==> src/rtl/rf_wb_arbiter_if.sv <==
// Writeback request/grant bundle between the requesters and the register-file write-port arbiter.
// The master side drives requests and observes grants; the slave side (the arbiter) drives the grants and the RF write port.
interface rf_wb_arbiter_if #(
  parameter int NREQ = 3,
  parameter int AW   = 5,
  parameter int DW   = 32
);
  logic [NREQ-1:0]    req_valid;
  logic [NREQ*AW-1:0] req_addr;
  logic [NREQ*DW-1:0] req_data;
  logic [NREQ-1:0]    req_ready;
  logic               rf_we;
  logic [AW-1:0]      rf_waddr;
  logic [DW-1:0]      rf_wdata;

  modport master (
    output req_valid, req_addr, req_data,
    input  req_ready, rf_we, rf_waddr, rf_wdata
  );

  modport slave (
    input  req_valid, req_addr, req_data,
    output req_ready, rf_we, rf_waddr, rf_wdata
  );
endinterface

==> src/rtl/rf_wb_arbiter.sv <==
// Arbitrates NREQ writeback requesters onto the single RF write port, with a registered one-cycle write pulse.
// Define WB_FIXED_PRIO_EN for lowest-index-wins priority instead of the default round-robin.
module rf_wb_arbiter #(
  parameter int NREQ = 3,
  parameter int AW   = 5,
  parameter int DW   = 32,
  parameter int CW   = 16
) (
  input  logic            clk,
  input  logic            rst,
  input  logic            hold,
  rf_wb_arbiter_if.slave  bus,
  output logic            frozen,
  output logic [CW-1:0]   wb_count,
  output logic [CW-1:0]   drop_count
);

  typedef enum logic {RUN, FROZEN} state_e;

  state_e          state_q, state_d;
  logic            rfWe_q;
  logic [AW-1:0]   rfWaddr_q;
  logic [DW-1:0]   rfWdata_q;
  logic [CW-1:0]   wbCount_q, dropCount_q;

  logic            grantEn;
  logic            winValid;
  int              winIdx;
  int              startIdx;
  int              pos;
  int              bestPos;
  logic [NREQ-1:0] ready;
  logic [AW-1:0]   winAddr;
  logic [DW-1:0]   winData;

`ifdef WB_FIXED_PRIO_EN
  assign startIdx = 0;
`else
  localparam int PW = (NREQ > 1) ? $clog2(NREQ) : 1;
  logic [PW-1:0] ptr_q, ptr_d;
  assign startIdx = int'(ptr_q);
`endif

  always_comb begin
    state_d = state_q;
    case (state_q)
      RUN:     if (hold)  state_d = FROZEN;
      FROZEN:  if (!hold) state_d = RUN;
      default: state_d = RUN;
    endcase
  end

  // Each requester gets its distance from startIdx in rotation order; the nearest valid one wins.
  always_comb begin
    grantEn  = !rst && !hold && (state_q == RUN);
    bestPos  = NREQ;
    winIdx   = 0;
    pos      = 0;
    ready    = '0;
    winAddr  = '0;
    winData  = '0;
    for (int i = 0; i < NREQ; i++) begin
      pos = i - startIdx;
      if (pos < 0) pos = pos + NREQ;
      if (grantEn && bus.req_valid[i] && (pos < bestPos)) begin
        bestPos = pos;
        winIdx  = i;
      end
    end
    winValid = (bestPos < NREQ);
    for (int i = 0; i < NREQ; i++) begin
      if (winValid && (winIdx == i)) begin
        ready[i] = 1'b1;
        winAddr  = bus.req_addr[i*AW +: AW];
        winData  = bus.req_data[i*DW +: DW];
      end
    end
  end

`ifndef WB_FIXED_PRIO_EN
  always_comb begin
    ptr_d = ptr_q;
    if (winValid) ptr_d = (winIdx == NREQ - 1) ? '0 : PW'(winIdx + 1);
  end

  always_ff @(posedge clk) begin
    if (rst) ptr_q <= '0;
    else     ptr_q <= ptr_d;
  end
`endif

  // r0 writes complete the handshake and update the address/data registers but never pulse rf_we.
  always_ff @(posedge clk) begin
    if (rst) begin
      state_q     <= RUN;
      rfWe_q      <= 1'b0;
      rfWaddr_q   <= '0;
      rfWdata_q   <= '0;
      wbCount_q   <= '0;
      dropCount_q <= '0;
    end else begin
      state_q <= state_d;
      rfWe_q  <= winValid && (winAddr != '0);
      if (winValid) begin
        rfWaddr_q <= winAddr;
        rfWdata_q <= winData;
        if (winAddr != '0) wbCount_q   <= wbCount_q + CW'(1);
        else               dropCount_q <= dropCount_q + CW'(1);
      end
    end
  end

  assign bus.req_ready = ready;
  assign bus.rf_we     = rfWe_q;
  assign bus.rf_waddr  = rfWaddr_q;
  assign bus.rf_wdata  = rfWdata_q;
  assign frozen        = (state_q == FROZEN);
  assign wb_count      = wbCount_q;
  assign drop_count    = dropCount_q;

endmodule

==> src/flat_wrapper.sv <==
// flat-port wrapper written by rule: the top's interface ports become plain ports
module rf_wb_arbiter_flat 
#(
  parameter int NREQ = 3,
  parameter int AW   = 5,
  parameter int DW   = 32,
  parameter int CW   = 16
)
  (clk, rst, hold, frozen, wb_count, drop_count, bus_req_valid, bus_req_addr, bus_req_data, bus_req_ready, bus_rf_we, bus_rf_waddr, bus_rf_wdata);
  rf_wb_arbiter_if #(.NREQ(NREQ), .AW(AW), .DW(DW)) bus_i ();
  input  logic clk;
  input  logic rst;
  input  logic hold;
  output logic frozen;
  output logic [CW-1:0] wb_count;
  output logic [CW-1:0] drop_count;
  input wire logic [$bits(bus_i.req_valid)-1:0] bus_req_valid;
  input wire logic [$bits(bus_i.req_addr)-1:0] bus_req_addr;
  input wire logic [$bits(bus_i.req_data)-1:0] bus_req_data;
  output wire logic [$bits(bus_i.req_ready)-1:0] bus_req_ready;
  output wire logic [$bits(bus_i.rf_we)-1:0] bus_rf_we;
  output wire logic [$bits(bus_i.rf_waddr)-1:0] bus_rf_waddr;
  output wire logic [$bits(bus_i.rf_wdata)-1:0] bus_rf_wdata;
  assign bus_i.req_valid = bus_req_valid;
  assign bus_i.req_addr = bus_req_addr;
  assign bus_i.req_data = bus_req_data;
  assign bus_req_ready = bus_i.req_ready;
  assign bus_rf_we = bus_i.rf_we;
  assign bus_rf_waddr = bus_i.rf_waddr;
  assign bus_rf_wdata = bus_i.rf_wdata;
  rf_wb_arbiter #(.NREQ(NREQ), .AW(AW), .DW(DW), .CW(CW)) u_core (.clk(clk), .rst(rst), .hold(hold), .bus(bus_i), .frozen(frozen), .wb_count(wb_count), .drop_count(drop_count));
endmodule
==> config.mk <==
export PLATFORM = sky130hd
export DESIGN_NAME = rf_wb_arbiter_flat
export DESIGN_NICKNAME = d
export VERILOG_FILES = /design/src/rtl/rf_wb_arbiter_if.sv /design/src/rtl/rf_wb_arbiter.sv /design/src/flat_wrapper.sv
export SDC_FILE = /design/constraint.sdc
export NUM_CORES = 1
export LEC_CHECK = 0
export ABC_AREA = 1
export CORE_UTILIZATION = 46
export CTS_BUF_LIST = sky130_fd_sc_hd__clkbuf_16
export DETAILED_ROUTE_END_ITERATION = 16
export GPL_TIMING_DRIVEN = 0
export PLACE_DENSITY = 0.87
export SLEW_MARGIN = 20
export SYNTH_ARGS = -nofsm -noshare
export SYNTH_HDL_FRONTEND = slang
export SYNTH_SLANG_ARGS = --single-unit
==> constraint.sdc <==
create_clock -name clk -period 7.5 [get_ports clk]
set_input_delay 1.5 -clock clk [delete_from_list [all_inputs] [get_ports clk]]
set_output_delay 1.5 -clock clk [all_outputs]
set_load 0.01 [all_outputs]
==> results.toml <==
[finish]
mostFrequentLayoutCells = "nand2_1, clkdlybuf4s50_1, dfxtp_1"
n_antenna_cell = 0
final_common_cell = "nand2_1"
stdcell_area_sq_um = 6760
final_core_util_pct = 73.5
layout.cells.non_filler = 953
area_delta_synth_final_pct = 55.2
drive_gt1_share_pct = 7.36
nNetsFinal = 974

[floorplanning]
fp.dieW_um = 99.3
start_util_pct = 47.4
core.rowCount = 35
die_y_um = 99.3
die_area_sq_um = 9860
core_area_sq_um = 9200
pin_count = 191

[sta]
finalCritPeriodShare_pct = 95.8
worst_slack_ns = 0.313
min_period_ns = 7.19
finalMaxSlewViolations = 0
slew_headroom_pct = 62.2
fin_skew_ns = 0.00868
hold_violations = 0
holdWs_ns = 0.469
tightest_slew_ns = 0.561
fmax_ghz = 0.139
rsz0062_at_grt = "false"
fin_setup_tns_ns = 0
finalSetupViolCount = 0

[critical_path]
reg2regPathDepth = 32
critPathKind = "in2out"
cp-end-kind = "output pin"
rrSetupSlack_ns = 2.57
required_ns = 6.00
crit_fanout = 18
critPathLaunchType = "primary input"
r2r_start = "u_core.ptr_q[1]"
worstPathArrival_ns = 5.69
reg2reg_to = "u_core.drop_count[9]"

[hold_path]
hp-class = "reg2reg"
hold_path.startpoint = "u_core.bus.rf_waddr[1]"
min_to = "u_core.bus.rf_waddr[1]"
hold_depth = 2

[global_routing]
grt_pass1_wl_mm = 22.6
grt_overflow = 0
grt_start_max_net_pins = 20
grt_pass1_vias = 4832
grt_usage_pct = 28.8
antenna_found_initial = 0

[route]
dr.pass1.iters = 5
routedWlPerCell_um = 14.9
vias = 5150
wl_mm = 14.2
drtIter0Drc = 187
viasPerCell = 5.40
route.detailed.drc = 0
ant_nets = 0

[place]
dp_cells = 933
pre_cts_slack_ns = -0.0673
io_buffers = 190
place_congestion = 1.01
placed_cell_area_sq_um = 6420
hpwl_mm = 11.2

[status]
run_status = "finished, final reports clean"

[logic_synthesis]
synth_compound_area_share_pct = 13.5
synth.distinct_cells = 35
yosys.area_share.simple_pct = 34.7
synth_top_area_share_pct = 33.6
synth_top_family_by_area = "simple AND/OR/NAND/NOR gates"
avgSynthCellArea_sq_um = 6.97
synth_seq_cells = 73
syn_inst = 625
synth.area.mux_share_pct = 0
synthesis.area_sq_um = 4360
synth_seq_area_share_pct = 33.6
synth_xor_area_share_pct = 4.83
ys_top_cells_by_area = "dfxtp_1, nand2_1, a41oi_1, ha_1, a21oi_1"
yosys.area.top_type = "dfxtp_1"
ys_warn_count = 0
synth_fa_ha_area_share_pct = 5.46

[power_and_ir_drop]
switching_share_pct = 28.5
finalPower_mw = 1.13
p_int_uw = 811
comb_power_share_pct = 25.0
clock_power_share_pct = 37.2
pwr-share-seq_pct = 37.7
p_leak_nw = 2.48
p_sw_uw = 324
powerDensity_nw_per_um2 = 168
vdd_drop_max_mv = 0.0952

[clocking]
clock_latency_ns = 0.34
tritoncts = "yes"
cts_buffer_depth = 2
htreeDepth = 3
ctsHoldBuffers = 0
numClockSinks = 73
clkSlewWorstSetupHoldPaths_ns = 0.05
cts_buffers = 9
ctsRootBufferMaster = "clkbuf_16"

[run]
cap_violations = 0
-- routing by layer --
metal,global-route usage [%],part of all wire [%],up-vias
li1,-,-,2502
met1,31.3,38,2367
met2,52.6,51,239
met3,6.18,7.1,42
met4,14.4,3.9,0
met5,0,0,-
-- cells by family after synthesis --
family / count (synthesis)
simple gates: 341
fa+ha+maj: 19
compound gates: 86
flops: 73
other cells: 2
xor+xnor: 24
buf+inv: 80
-- Yosys cell counts, drive strengths merged --
library cell	number
nand2	223
dfxtp	73
inv	51
nor2	44
a21oi	41
a41oi	32
nand3	32
nand4	25
ha	19
clkbuf	15
xor2	15
buf	14
nor3	10
xnor2	9
o21ai	8
nor4	4
a211oi	2
conb	2
a2111oi	1
a21boi	1
a21o	1
and2	1
nand3b	1
nor4b	1
-- flip-flops by register name, summed over array words and instances, names as in the netlist --
| signal | count |
|---|---|
| u_core.ptr_q | 2 |
| u_core.frozen | 1 |
| u_core.bus.rf_wdata | 32 |
| u_core.bus.rf_waddr | 5 |
| u_core.drop_count | 16 |
| u_core.wb_count | 16 |
| u_core.bus.rf_we | 1 |
-- final cells by class --
| cell class | count | area (sq um) |
|---|---|---|
| Fill cell | 701 | 2440 |
| Buffer | 26 | 139 |
| Clock buffer | 9 | 225 |
| Multi-Input combinational cell | 479 | 2580 |
| Clock inverter | 6 | 60.1 |
| Sequential cell | 73 | 1460 |
| Tap cell | 111 | 139 |
| Timing Repair Buffer | 198 | 1960 |
| Inverter | 51 | 191 |
-- repair_timing --
item	in CTS	in global routing
resized for setup	0	1
setup buffers	0	8
setup endpoints to repair	3	3
pin swaps	0	2
-- power by group through the flow --
stage / logic (mW) / clock network [mW] / registers (mW)
floorplan: 0.123 / 0 / 0.444
global placement: 0.271 / 0 / 0.435
detailed placement: 0.277 / 0 / 0.436
CTS: 0.278 / 0.422 / 0.427
global route: 0.307 / 0.441 / 0.431
finish: 0.284 / 0.422 / 0.428
-- worst max path at each step --
stage / cells after the start / to / start / slack [ns]
after floorplan: 25 / bus_req_ready[2] / rst / 1.64
after global placement: 28 / bus_req_ready[0] / rst / 0.06
after detailed placement: 28 / bus_req_ready[0] / rst / -0.07
after CTS: 27 / bus_req_ready[0] / rst / 0.21
after global routing: 26 / bus_req_ready[2] / rst / 0.09
final: 26 / bus_req_ready[2] / rst / 0.31
-- worst max-delay path: stages --
cell and delay, ns:
clkdlybuf4s50_1 0.44, inv_2 0.17, nand2_2 0.09, nor2_4 0.12, nand2_1 0.07, nor2_1 0.14
ha_1 0.25, nand2_1 0.07, nand2_1 0.05, nand2_1 0.05, nand2_1 0.04, nand2_1 0.09
nand2_2 0.14, nor2_2 0.21, inv_1 0.12, ha_1 0.31, nand2_1 0.11, nor2_1 0.07
a211oi_1 0.19, o21ai_0 0.13, a21oi_1 0.14, nand2_1 0.08, a21boi_1 0.12, nand2_1 0.11
inv_2 0.26, clkdlybuf4s50_1 0.60
Note: power is estimated with default switching activity, not from simulation.
